`config.mk`:
```
export PLATFORM = sky130hd
export DESIGN_NAME = shift_sequencer
export DESIGN_NICKNAME = d
export VERILOG_FILES = /design/src/rtl/shift_sequencer_pkg.sv /design/src/rtl/shift_sequencer.sv
export SDC_FILE = /design/constraint.sdc
export NUM_CORES = 1
export LEC_CHECK = 0
export ABC_AREA = 1
export BUFFER_PORTS_ARGS = -buffer_cell sky130_fd_sc_hd__buf_4
export CORE_MARGIN = 8
export CORE_UTILIZATION = 48
export CTS_CLUSTER_DIAMETER = 80
export CTS_CLUSTER_SIZE = 25
export DETAILED_ROUTE_END_ITERATION = 12
export PLACE_DENSITY = 0.8
export SLEW_MARGIN = 20
export SYNTH_ARGS = -nofsm -noshare
export SYNTH_HDL_FRONTEND = slang
export SYNTH_SLANG_ARGS = --single-unit
```
`constraint.sdc`:
```
create_clock -name clock -period 1.6 [get_ports clock]
set_input_delay 0.16 -clock clock [delete_from_list [all_inputs] [get_ports clock]]
set_output_delay 0.16 -clock clock [all_outputs]
set_load 0.03 [all_outputs]
```
`src/rtl/shift_sequencer_pkg.sv`:
```
// Shared definitions for the shift sequencer and reg_8bit users:
// register function codes and sequencer state encoding.
package shift_sequencer_pkg;

    localparam logic [1:0] F_HOLD = 2'b00;
    localparam logic [1:0] F_LOAD = 2'b01;
    localparam logic [1:0] F_SHR  = 2'b10;
    localparam logic [1:0] F_ASR  = 2'b11;

    typedef enum logic [1:0] {
        ST_IDLE    = 2'd0,
        ST_LOAD    = 2'd1,
        ST_SHIFT   = 2'd2,
        ST_CAPTURE = 2'd3
    } state_e;

endpackage

```
`src/rtl/shift_sequencer.sv`:
```
// Command-level controller for the 8-bit shift register: one load,
// N shift cycles, then capture of q with a one-cycle done pulse.
module shift_sequencer
    import shift_sequencer_pkg::*;
#(
    parameter int WIDTH = 8,
    parameter int AMT_W = 3
) (
    input  logic             clock,
    input  logic             reset,
    input  logic             start,
    input  logic [WIDTH-1:0] din,
    input  logic [AMT_W-1:0] amount,
    input  logic             mode,
    input  logic [WIDTH-1:0] q_in,
    output logic [WIDTH-1:0] reg_d,
    output logic [1:0]       reg_f,
    output logic             busy,
    output logic             done,
    output logic [WIDTH-1:0] result
);

    state_e           state_q, state_d;
    logic [WIDTH-1:0] opnd_q, opnd_d;
    logic [AMT_W-1:0] amt_q, amt_d;
    logic [AMT_W-1:0] cnt_q, cnt_d;
    logic             mode_q, mode_d;
    logic             done_q, done_d;
    logic [WIDTH-1:0] res_q, res_d;

    always_ff @(posedge clock or posedge reset) begin
        if (reset) begin
            state_q <= ST_IDLE;
            opnd_q  <= '0;
            amt_q   <= '0;
            cnt_q   <= '0;
            mode_q  <= 1'b0;
            done_q  <= 1'b0;
            res_q   <= '0;
        end else begin
            state_q <= state_d;
            opnd_q  <= opnd_d;
            amt_q   <= amt_d;
            cnt_q   <= cnt_d;
            mode_q  <= mode_d;
            done_q  <= done_d;
            res_q   <= res_d;
        end
    end

    always_comb begin
        state_d = state_q;
        opnd_d  = opnd_q;
        amt_d   = amt_q;
        cnt_d   = cnt_q;
        mode_d  = mode_q;
        done_d  = 1'b0;
        res_d   = res_q;
        reg_f   = F_HOLD;
        reg_d   = opnd_q;
        busy    = 1'b1;
        unique case (state_q)
            ST_IDLE: begin
                busy = 1'b0;
                if (start) begin
                    opnd_d  = din;
                    amt_d   = amount;
                    cnt_d   = amount;
                    mode_d  = mode;
                    state_d = ST_LOAD;
                end
            end
            ST_LOAD: begin
                reg_f   = F_LOAD;
                state_d = (amt_q != '0) ? ST_SHIFT : ST_CAPTURE;
            end
            ST_SHIFT: begin
                reg_f = mode_q ? F_ASR : F_SHR;
                cnt_d = cnt_q - AMT_W'(1);
                // Last shift is issued in the cycle the count hits one.
                if (cnt_q == AMT_W'(1)) begin
                    state_d = ST_CAPTURE;
                end
            end
            ST_CAPTURE: begin
                done_d  = 1'b1;
                res_d   = q_in;
                state_d = ST_IDLE;
            end
            default: state_d = ST_IDLE;
        endcase
    end

    assign done   = done_q;
    assign result = res_q;

endmodule
```
# ---- Word level (Yosys, flattened, before mapping)
# Cells that the tools add are included.
dict set report totals {
  ff_bits 26
  latch_bits 0
  ram_bits 0
  romBits 0
  mem_count 0
}
dict set report classes {
  addsub 1
  multipliers 0
  div_mod_pow 0
  n_lt_le_gt_ge 0
  n_eq_ne 6
  shift 0
  muxes 10
  bitwise 0
  reduce_logical 6
}
# op count
set op_table {}
lappend op_table {{$pmux W2 S4} 1}
lappend op_table {{$pmux W3 S2} 1}
lappend op_table {{$reduce_and A2 Y1} 3}
lappend op_table {{$eq A2 B2 Y1 const B} 2}
lappend op_table {{$mux W1} 4}
lappend op_table {{$mux W2} 2}
lappend op_table {{$ne A2 B2 Y1 const B} 2}
lappend op_table {{$pmux W2 S2} 1}
lappend op_table {{$eq A3 B1 Y1 const B} 1}
lappend op_table {{$mux W3} 1}
lappend op_table {{$reduce_bool A3 Y1} 1}
lappend op_table {{$sub A3 B1 Y3 const B} 1}
lappend op_table {{$eq A2 B1 Y1 const B} 1}
lappend op_table {{$logic_not A2 Y1} 1}
lappend op_table {{$reduce_bool A2 Y1} 1}

# ---- Logic depth before layout (Yosys ltp)
# Gate-level depths: netlist (run 1).
dict set report depth {
  depth_word 3
  mapped_depth 8
}

# ---- Worst setup path after synthesis (run 1)
# No wires, ideal clock.
dict set report synth_timing {
  kind {register to output}
  from {register state_q[0]}
  to {output reg_f[0]}
  arrival_ps 1511
  t_required_ps 1440
  setup_slack_ps -71
  stages_incl_launch_ff 5
  path_buffers 0
  path_cell_list {dfrtp_1 -> inv_1 -> ha_1 -> nand2_1 -> a21oi_1}
}
dict set report synth_via {
  elab_chain_cells 2
}
# element line
set synth_lines {}
lappend synth_lines {{from (decl)} shift_sequencer.sv:23} ;# state_e state_q, state_d;
lappend synth_lines {{from (signal assigned)} shift_sequencer.sv:41} ;# state_q <= state_d;
lappend synth_lines {{$eq A2 B2 Y1 / $eq A2 B1 Y1 (equally long branches)} shift_sequencer.sv:62} ;# unique case (state_q)
lappend synth_lines {{$pmux W2 S2 (*)} shift_sequencer.sv:62}
lappend synth_lines {{to (decl)} shift_sequencer.sv:17} ;# output logic [1:0] reg_f,
# Mark *: on every way between the ends. The rest lies on a longest branch, timed or not.

# ---- Worst setup path after layout (run 1)
# Same ends and word-level chain as after synthesis.

==> reports/results.txt, run 1 <==
Total gr overflow - 0
Core Area - 2410 sq um
CTS HTree Levels - 1
Nets@finish - 207
Die Area - 4300 sq um
VDD IR max - 1.35 mV
CP Class - flip-flop to primary output
Crit-path max FO - 4
Dpl ws - 0.133 ns
Layout cells sized above 1 - 0.412
Total track usage - 0.127
Final setup vio count - 0
Final Slew Violations - 0
Post-synth net total - 154
Final Core Density - 0.689
R2R cell count - 4
Leakage - 0.890 nW
Initial antenna violation count - 0
Vias in the first global route - 1000
Total Power - 3.71 mW
PwrDens - 2230 nW/um^2
1st-pass router iterations - 5
Status - finished, final reports clean
Mapped cell area - 1180 sq um
Max-slew headroom - 0.625
Met1 WL - 1.14 mm
Worst setup EP type - primary output
Least-Margin Pin Slew - 0.562 ns
Fmax - 652 MHz
Starting DRC count in detailed routing - 17
Highest routed layer - met4
Inserted Clock Buffers - 3
Sink Count - 26
IO Pins - 43
CTS tree - built
Min-delay worst type - primary input to flip-flop
#FFs+latches synth - 26
Cell Count, Final, Fillers Out - 207
Final min period - 1.53 ns
Met3 routed WL - 289 um
Worst-path clk slew - 0.13 ns
Initial core utilization - 0.489
Final period utilization - 0.958
Max_cap viols - 0
Critical Path Start Type - flip-flop
Placed Cells - 196
Post-route ant nets - 0
Syn Inst Count - 125
Worst Path Arrival - 1.37 ns
Post-synth cell types - 15
Fin worst setup slack - 0.0668 ns
Unrepaired setup endpoints after global routing - true
Die Span Y - 65.6 um
Required @ worst endpoint - 1.44 ns
Drt total wl - 2.68 mm
Synth-to-Final Area Change - 40.9%
Post-route DRC - 0
Port Buf Inserts - 42
Met2 wire length - 1.23 mm
DR vias/cell - 4.84
Chip Width - 65.6 um
Layout filler cell count - 199
Hold Vio Cnt, Final - 0
Latest clock arrival within the worst-skew pair - 0.31 ns
Skew final - 0.00103 ns
Global-route wire length before repair - 4.44 mm
Longest Clk Path Bufs - 2
Rows - 18
Final estimated routing congestion in global placement - 0.745
Pin count of the biggest net entering global routing - 16
DP HPWL - 2.10 mm
Share of the yosys chip area belonging to registers - 0.552
# diodes - 0
Hold Path Stages - 3
Clock Root Buffer - clkbuf_4
Yosys warnings - 0
Vias - 1001
Syn Area/Cell - 9.43 sq um
Routed length per instance - 12.9 um
[per-layer routing]
layer | GRT usage | up-vias
met3 | 0.0493 | 2
met4 | 0.0327 | 0
li1 | - | 496
met2 | 0.208 | 42
met1 | 0.153 | 461
met5 | 0 | -
[final cells by class]
type | count | area [sq um] | area share
flip-flops and latches | 26 | 651 | 0.392
well taps | 30 | 37.5 | 0.0226
clock buffers | 4 | 36.3 | 0.0219
repair buffers | 52 | 397 | 0.239
multi-input cells | 83 | 494 | 0.298
inverters | 12 | 45.0 | 0.0271
[path summary, 6_finish.rpt]
| kind | start | end | slack, ns |
|---|---|---|---|
| max in group asynchronous | reset | amt_q[1] | 0.58 |
| hold / removal | din[7] | reg_d[7] | 0.06 |
| hold reg to reg | reg_d[7] | reg_d[7] | 0.49 |
| min in group asynchronous | reset | result[1] | 0.44 |
| setup / recovery | state_q[0] | reg_f[0] | 0.07 |
| setup reg to reg | state_q[1] | result[7] | 0.09 |
[synth_stat cells]
master,number,area [sq um]
xnor2_1,1,8.76
ha_1,6,75.1
nand2_2,1,6.26
nand3_1,14,70.1
a21oi_1,1,5.00
inv_1,11,41.3
o21ai_2,1,8.76
nor2_1,4,15.0
inv_2,1,3.75
nand2_1,41,154
o21ai_0,4,20.0
mux2_2,8,90.1
dfrtp_1,26,651
o21ai_1,2,10.0
buf_2,4,20.0
[through the flow]
stage | cell area, sq um | hold slack (ns) | TNS [ns]
2_1_floorplan | 1180 | 0.200 | 0
3_3_place_gp | 1540 | 0.246 | 0
3_5_place_dp | 1540 | 0.249 | 0
4_1_cts | 1620 | 0.0505 | 0
5_1_grt | 1660 | 0.0480 | -0.0206
6_report | 1660 | 0.0567 | 0
[cells by family after synthesis]
logic type / after synthesis / synth area share
compound gates: 8 / 0.0372
xor+xnor: 1 / 0.00743
fa+ha+maj: 6 / 0.0637
buf+inv: 16 / 0.0552
flops: 26 / 0.552
mux: 8 / 0.0764
simple gates: 60 / 0.208
[report_power, final]
part / internal (mW) / switching, mW / leakage [nW]
combinational: 0.935 / 1.29 / 0.551
sequential: 0.983 / 0.180 / 0.318
clock: 0.139 / 0.177 / 0.0210
[cells in the final DEF (no fill, tap or decap)]
master and n:
mux2_2 8, o21ai_1 2, inv_2 4, o21ai_2 1
nand2_2 2, clkbuf_4 3, a21oi_2 1, buf_6 1
buf_4 50, o21ai_0 4, dlygate4sd3_1 1, ha_4 2
nor2_1 4, nand2_1 40, inv_1 8, xnor2_1 1
nand3_1 14, dfrtp_1 26, ha_1 4, clkbuf_8 1
[flip-flops by register name, indices dropped and copies added, names as in the netlist]
signal / cells
state_q: 2
mode_q: 1
reg_d: 8
done: 1
cnt_q: 3
amt_q: 3
result: 8
[worst max-delay path: stages (launching register included)]
cell     delay [ns]
dfrtp_1        0.42
inv_2          0.11
ha_4           0.17
nand2_2        0.05
a21oi_2        0.17
buf_6          0.15
[what timing repair did]
action / CTS / global route
resized for setup: 3 / 6
pin swaps: 0 / 3
setup buffers: 3 / 3
endpoints found under the hold margin: 14 / 0
endpoints found under the setup margin: 3 / 2
hold buffers: 1 / 0
cloned: 0 / 0
Note: power is estimated with default switching activity, not from simulation.
==> inputs of run 2 (changes only) <==
Settings changed: CORE_ASPECT_RATIO from default to 0.8.
==> run 2 against run 1 <==
Net effect: core utilization decreased by 0.67 points; sequential cell count unchanged; highest routed layer unchanged; die area increased by 0.23%; combinational power decreased by 2%; sequential share of layout area increased by 0.84 points; power decreased by 2.3%.
==> reports/results.txt, run 2 (synthesis gave the netlist of run 1 again) <==
Status - finished, final reports clean (unchanged)
Port Buf Inserts - 42 (unchanged)
Pin count of the biggest net entering global routing - 27 (was 16)
Longest Clk Path Bufs - 2 (unchanged)
Sequential power share - 0.322 (was 0.314)
Dpl ws - 0.191 ns (was 0.133 ns)
Fin worst setup slack - 0.0740 ns (was 0.0668 ns)
Clock Root Buffer - clkbuf_4 (unchanged)
Inserted Clock Buffers - 3 (unchanged)
GR Layer Usage met1 - 0.145 (was 0.153)
Crit-path cells - buf_4 > ha_4 > buf_4 > buf_4 (was inv_2 > ha_4 > nand2_2 > a21oi_2 > buf_6)
Total track usage - 0.136 (was 0.127)
Leakage - 0.872 nW (was 0.890 nW)
Required @ worst endpoint - 1.44 ns (about the same)
Min-delay src - din[7] (unchanged)
Post-route ant nets - 0 (unchanged)
Total gr overflow - 0 (unchanged)
Min-Delay Endpoint - reg_d[7] (unchanged)
# diodes - 0 (unchanged)
CP Class - flip-flop to primary output (unchanged)
Layout cells sized above 1 - 0.402 (was 0.412)
Gate power share - 0.606 (was 0.601)
Worst setup EP type - primary output (unchanged)
Starting DRC count in detailed routing - 34 (was 17)
Unrepaired setup endpoints after global routing - false (was true)
Fmax - 655 MHz (was 652 MHz)
Final Slew Violations - 0 (unchanged)
CP max stage delay - 0.42 ns (about the same)
Max-slew headroom - 0.744 (was 0.625)
DP HPWL - 2.09 mm (was 2.10 mm)
Hold Path Stages - 3 (unchanged)
Reg-to-reg slack, setup - 0.18 ns (was 0.09 ns)
Nets@finish - 205 (was 207)
Least-Margin Pin Slew - 0.385 ns (was 0.562 ns)
Synth-to-Final Area Change - 37.9% (was 40.9%)
Vias - 989 (was 1001)
Met3 usage - 0.0670 (was 0.0493)
Crit path max-delay cell type - dfrtp_1 (unchanged)
Initial core utilization - 0.495 (was 0.489)
Min-delay worst type - primary input to flip-flop (unchanged)
Max_cap viols - 0 (unchanged)
Hold Vio Cnt, Final - 0 (unchanged)
Critical Path Start Type - flip-flop (unchanged)
Final period utilization - 0.954 (was 0.958)
Most frequent cells in the layout - 48 x buf_4, 41 x nand2_1, 26 x dfrtp_1 (was 50 x buf_4, 40 x nand2_1, 26 x dfrtp_1)
Reg2reg end - result[4] (was result[7])
Met2 usage - 0.238 (was 0.208)
Die Area - 4310 sq um (was 4300 sq um)
Clk pwr share - 0.072 (was 0.085)
Commonest non-fill, non-tap cell in the layout - buf_4 (unchanged)
Int Pwr - 1.96 mW (was 2.06 mW)
Core Area - 2380 sq um (was 2410 sq um)
Sw Ratio - 0.457 (was 0.445)
PwrDens - 2230 nW/um^2 (about the same)
Crit-path max FO - 6 (was 4)
Chip Width - 71.4 um (was 65.6 um)
Routed length per instance - 13.8 um (was 12.9 um)
Die Span Y - 60.3 um (was 65.6 um)
Global-route wire length before repair - 4.70 mm (was 4.44 mm)
CTS tree - built (unchanged)
Most used cell, CP - buf_4
Drt total wl - 2.78 mm (was 2.68 mm)
Worst r2r src - state_q[0] (was state_q[1])
DR vias/cell - 4.92 (was 4.84)
Sink Count - 26 (unchanged)
Skew final - 0.00125 ns (was 0.00103 ns)
1st-pass router iterations - 4 (was 5)
Final min period - 1.53 ns (about the same)
Latest clock arrival within the worst-skew pair - 0.31 ns (about the same)
Worst Path Arrival - 1.37 ns (about the same)
NetSw - 1.65 mW (about the same)
Final setup vio count - 0 (unchanged)
CTS HTree Levels - 1 (unchanged)
R2R cell count - 3 (was 4)
Final Core Density - 0.682 (was 0.689)
Worst-path clk slew - 0.12 ns (was 0.13 ns)
Rows - 16 (was 18)
VDD IR max - 0.988 mV (was 1.35 mV)
Final estimated routing congestion in global placement - 0.712 (was 0.745)
Initial antenna violation count - 0 (unchanged)
IO Pins - 43 (unchanged)
Vias in the first global route - 1057 (was 1000)
Top Usage Layer GRT - met2 (unchanged)
Post-route DRC - 0 (unchanged)
Setup TNS - 0 ns (unchanged)
-- run 2: area by class of cell --
class / instances / area, sq um
Multi-Input combinational cell: 83 / 492
Timing Repair Buffer: 50 / 382
Clock buffer: 3 / 22.5
Inverter: 12 / 45.0
Fill cell: 188 / 757
Sequential cell: 26 / 651
Tap cell: 27 / 33.8
-- run 2: power groups by stage --
| stage | logic [mW] | clock network (mW) | registers (mW) |
|---|---|---|---|
| after floorplan | 0.927 | 0 | 1.58 |
| after global placement | 1.95 | 0 | 1.17 |
| after detailed placement | 2.00 | 0 | 1.19 |
| after CTS | 2.11 | 0.279 | 1.16 |
| after global routing | 2.41 | 0.301 | 1.20 |
| final | 2.19 | 0.262 | 1.16 |
-- run 2: what timing repair did --
item	CTS	global route
hold buffers	1	0
hold endpoints to repair	26	0
pin swaps	0	1
gates resized for setup	2	6
setup endpoints to repair	1	2
buffers inserted	3	2
-- run 2: worst max-delay path: cells and delay by family (launching register included) --
| kind | cells | cell delay [ns] |
|---|---|---|
| flip-flops | 1 | 0.42 |
| buffers and inverters | 3 | 0.48 |
| adder cells (fa/ha/maj) | 1 | 0.15 |
-- run 2: worst max path at each step --
stage,from,to,depth (start not counted)
after floorplan,state_q[0],reg_f[0],4
after global routing,state_q[1],reg_f[0],5
after CTS,state_q[0],reg_f[0],5
final,state_q[1],reg_f[1],4
after global placement,state_q[0],reg_f[0],5
after detailed placement,state_q[0],mode_q,5
-- run 2: per-stage QoR --
stage	hold slack, ns	std cells	total power [mW]	cell area [sq um]
floorplan	0.200	125	2.50	1180
global placement	0.235	192	3.11	1530
detailed placement	0.245	192	3.19	1530
CTS	0.0496	199	3.55	1590
global route	0.0411	201	3.91	1630
finish	0.0599	201	3.62	1630
-- run 2: layer usage --
layer / vias up / wire (um)
li1: 494 / -
met2: 42 / 1330
met5: - / 0
met4: 0 / 25
met1: 449 / 1180
met3: 4 / 250
==> inputs of run 3 (changes only) <==
Settings changed: CORE_UTILIZATION 48 to 50, CTS_BUF_LIST from default to sky130_fd_sc_hd__clkbuf_4, GPL_TIMING_DRIVEN from default to 0, PLACE_DENSITY 0.8 to 0.83.
==> run 3 against run 2 <==
Net effect: worst hold slack got worse by 0.0092 ns; wire length increased by 0.68%; register-to-register slack improved by 0.08 ns; via count increased by 2.0%; first-iteration DRC count increased by 29%; non-clock buffer count unchanged; sequential cell count unchanged; count of clock-buffer cells in the layout unchanged; power decreased by 0.27%; largest power group unchanged.
==> reports/results.txt, run 3 (synthesis gave the netlist of run 1 again) <==
Status - finished, final reports clean (unchanged)
Final estimated routing congestion in global placement - 0.678 (was 0.712)
Worst Path Arrival - 1.40 ns (was 1.37 ns)
Required @ worst endpoint - 1.44 ns (about the same)
Design area - 1610 sq um (was 1630 sq um)
Total track usage - 0.130 (was 0.136)
Initial antenna violation count - 0 (unchanged)
Inserted Clock Buffers - 3 (unchanged)
Least-Margin Pin Slew - 0.963 ns (was 0.385 ns)
CP Class - flip-flop to primary output (unchanged)
Sw Ratio - 0.456 (was 0.457)
Sequential power share - 0.322 (about the same)
Die Area - 4180 sq um (was 4310 sq um)
Starting DRC count in detailed routing - 44 (was 34)
Hold Vio Cnt, Final - 0 (unchanged)
CP max stage delay - 0.43 ns (was 0.42 ns)
Max_cap viols - 0 (unchanged)
Port Buf Inserts - 42 (unchanged)
Gate power share - 0.603 (was 0.606)
Commonest non-fill, non-tap cell in the layout - buf_4 (unchanged)
Final period utilization - 0.977 (was 0.954)
Latest clock arrival within the worst-skew pair - 0.32 ns (was 0.31 ns)
Chip Width - 70.3 um (was 71.4 um)
Setup TNS - 0 ns (unchanged)
VDD IR max - 1.48 mV (was 0.988 mV)
Fin worst setup slack - 0.0369 ns (was 0.0740 ns)
Synth-to-Final Area Change - 36.7% (was 37.9%)
Drt total wl - 2.80 mm (was 2.78 mm)
Global-route wire length before repair - 4.35 mm (was 4.70 mm)
Max-slew headroom - 0.357 (was 0.744)
Final min period - 1.56 ns (was 1.53 ns)
Total gr overflow - 0 (unchanged)
Crit-path max FO - 7 (was 6)
Crit-path cells - buf_4 > ha_4 > nand2_1 > a21oi_2 > buf_6 (was buf_4 > ha_4 > buf_4 > buf_4)
Final setup vio count - 0 (unchanged)
Die Span Y - 59.4 um (was 60.3 um)
NetSw - 1.65 mW (about the same)
DR vias/cell - 5.07 (was 4.92)
CTS HTree Levels - 1 (unchanged)
Most frequent cells in the layout - 45 x buf_4, 41 x nand2_1, 25 x dfrtp_1 (was 48 x buf_4, 41 x nand2_1, 26 x dfrtp_1)
Post-route DRC - 0 (unchanged)
Nets@finish - 205 (unchanged)
CTS Hold Bufs - 0 (was 1)
Vias in the first global route - 1020 (was 1057)
Placement Cell Area - 1530 sq um (about the same)
Crit path max-delay cell type - dfrtp_2 (was dfrtp_1)
Final Slew Violations - 0 (unchanged)
Core Area - 2200 sq um (was 2380 sq um)
Worst setup EP type - primary output (unchanged)
# diodes - 0 (unchanged)
Min-delay worst type - primary input to async pin (was primary input to flip-flop)
Worst-path clk slew - 0.13 ns (was 0.12 ns)
DP HPWL - 2.08 mm (was 2.09 mm)
Skew final - 0.00155 ns (was 0.00125 ns)
Critical Path Start Type - flip-flop (unchanged)
Clk pwr share - 0.075 (was 0.072)
1st-pass router iterations - 4 (unchanged)
Longest Clk Path Bufs - 2 (unchanged)
Post-route ant nets - 0 (unchanged)
Leakage - 0.868 nW (was 0.872 nW)
Clock Root Buffer - clkbuf_4 (unchanged)
Sink Count - 26 (unchanged)
Routed length per instance - 14.1 um (was 13.8 um)
Fmax - 640 MHz (was 655 MHz)
Initial core utilization - 0.537 (was 0.495)
Layout cells sized above 1 - 0.408 (was 0.402)
Pin count of the biggest net entering global routing - 27 (unchanged)
Rows - 15 (was 16)
Int Pwr - 1.96 mW (about the same)
Dpl ws - 0.182 ns (was 0.191 ns)
IO Pins - 43 (unchanged)
PwrDens - 2240 nW/um^2 (was 2230 nW/um^2)
CTS tree - built (unchanged)
Vias - 1009 (was 989)
[run 3: through the flow]
step,util,hold slack (ns),cells,total power [mW]
2_1_floorplan,-,0.200,125,2.50
3_3_place_gp,0.696,0.382,192,3.10
3_5_place_dp,0.696,0.385,192,3.17
4_1_cts,0.711,0.0445,196,3.46
5_1_grt,0.734,0.0290,199,3.86
6_report,0.734,0.0507,199,3.61
[run 3: worst paths after layout]
kind	cells after the start	slack [ns]	endpoint	start
setup / recovery	5	0.04	reg_f[0]	state_q[1]
setup reg to reg	4	0.26	result[0]	state_q[0]
min in group clock	3	0.05	reg_d[7]	din[7]
hold / removal	2	0.05	result[3]	reset
max in group asynchronous	2	0.91	state_q[1]	reset
hold reg to reg	2	0.49	reg_d[1]	reg_d[1]
[run 3: worst max-delay path, delay by kind of cell, from the launching register on]
family / cells / cell delay [ns]
AOI/OAI and AO/OA: 1 / 0.14
DFF: 1 / 0.43
adders and majority gates: 1 / 0.17
buffers and inverters: 2 / 0.27
and+or+nand+nor: 1 / 0.08
[run 3: cell type report]
class	instances	area [sq um]
repair buffers	46	349
plain buffers	4	20.0
multi-input cells	83	492
well taps	25	31.3
inverters	12	45.0
flip-flops and latches	26	652
clock buffers	3	22.5
fillers	177	584
[run 3: timing repair]
action,CTS,global route
pin swaps,0,1
buffers inserted,1,3
endpoints found under the setup margin,2,2
gates cloned,0,0
gates resized for setup,1,8
endpoints found under the hold margin,0,0
[run 3: power by group through the flow]
stage	logic (mW)	registers, mW	clock network, mW
CTS	2.03	1.16	0.277
global placement	1.93	1.16	0
floorplan	0.927	1.58	0
global route	2.36	1.20	0.303
detailed placement	1.99	1.18	0
finish	2.18	1.16	0.270
[run 3: per-layer routing]
layer	track usage	share of wire
met1	0.135	0.43
met2	0.226	0.47
met3	0.0653	0.085
met4	0.0429	0.012
met5	0	0
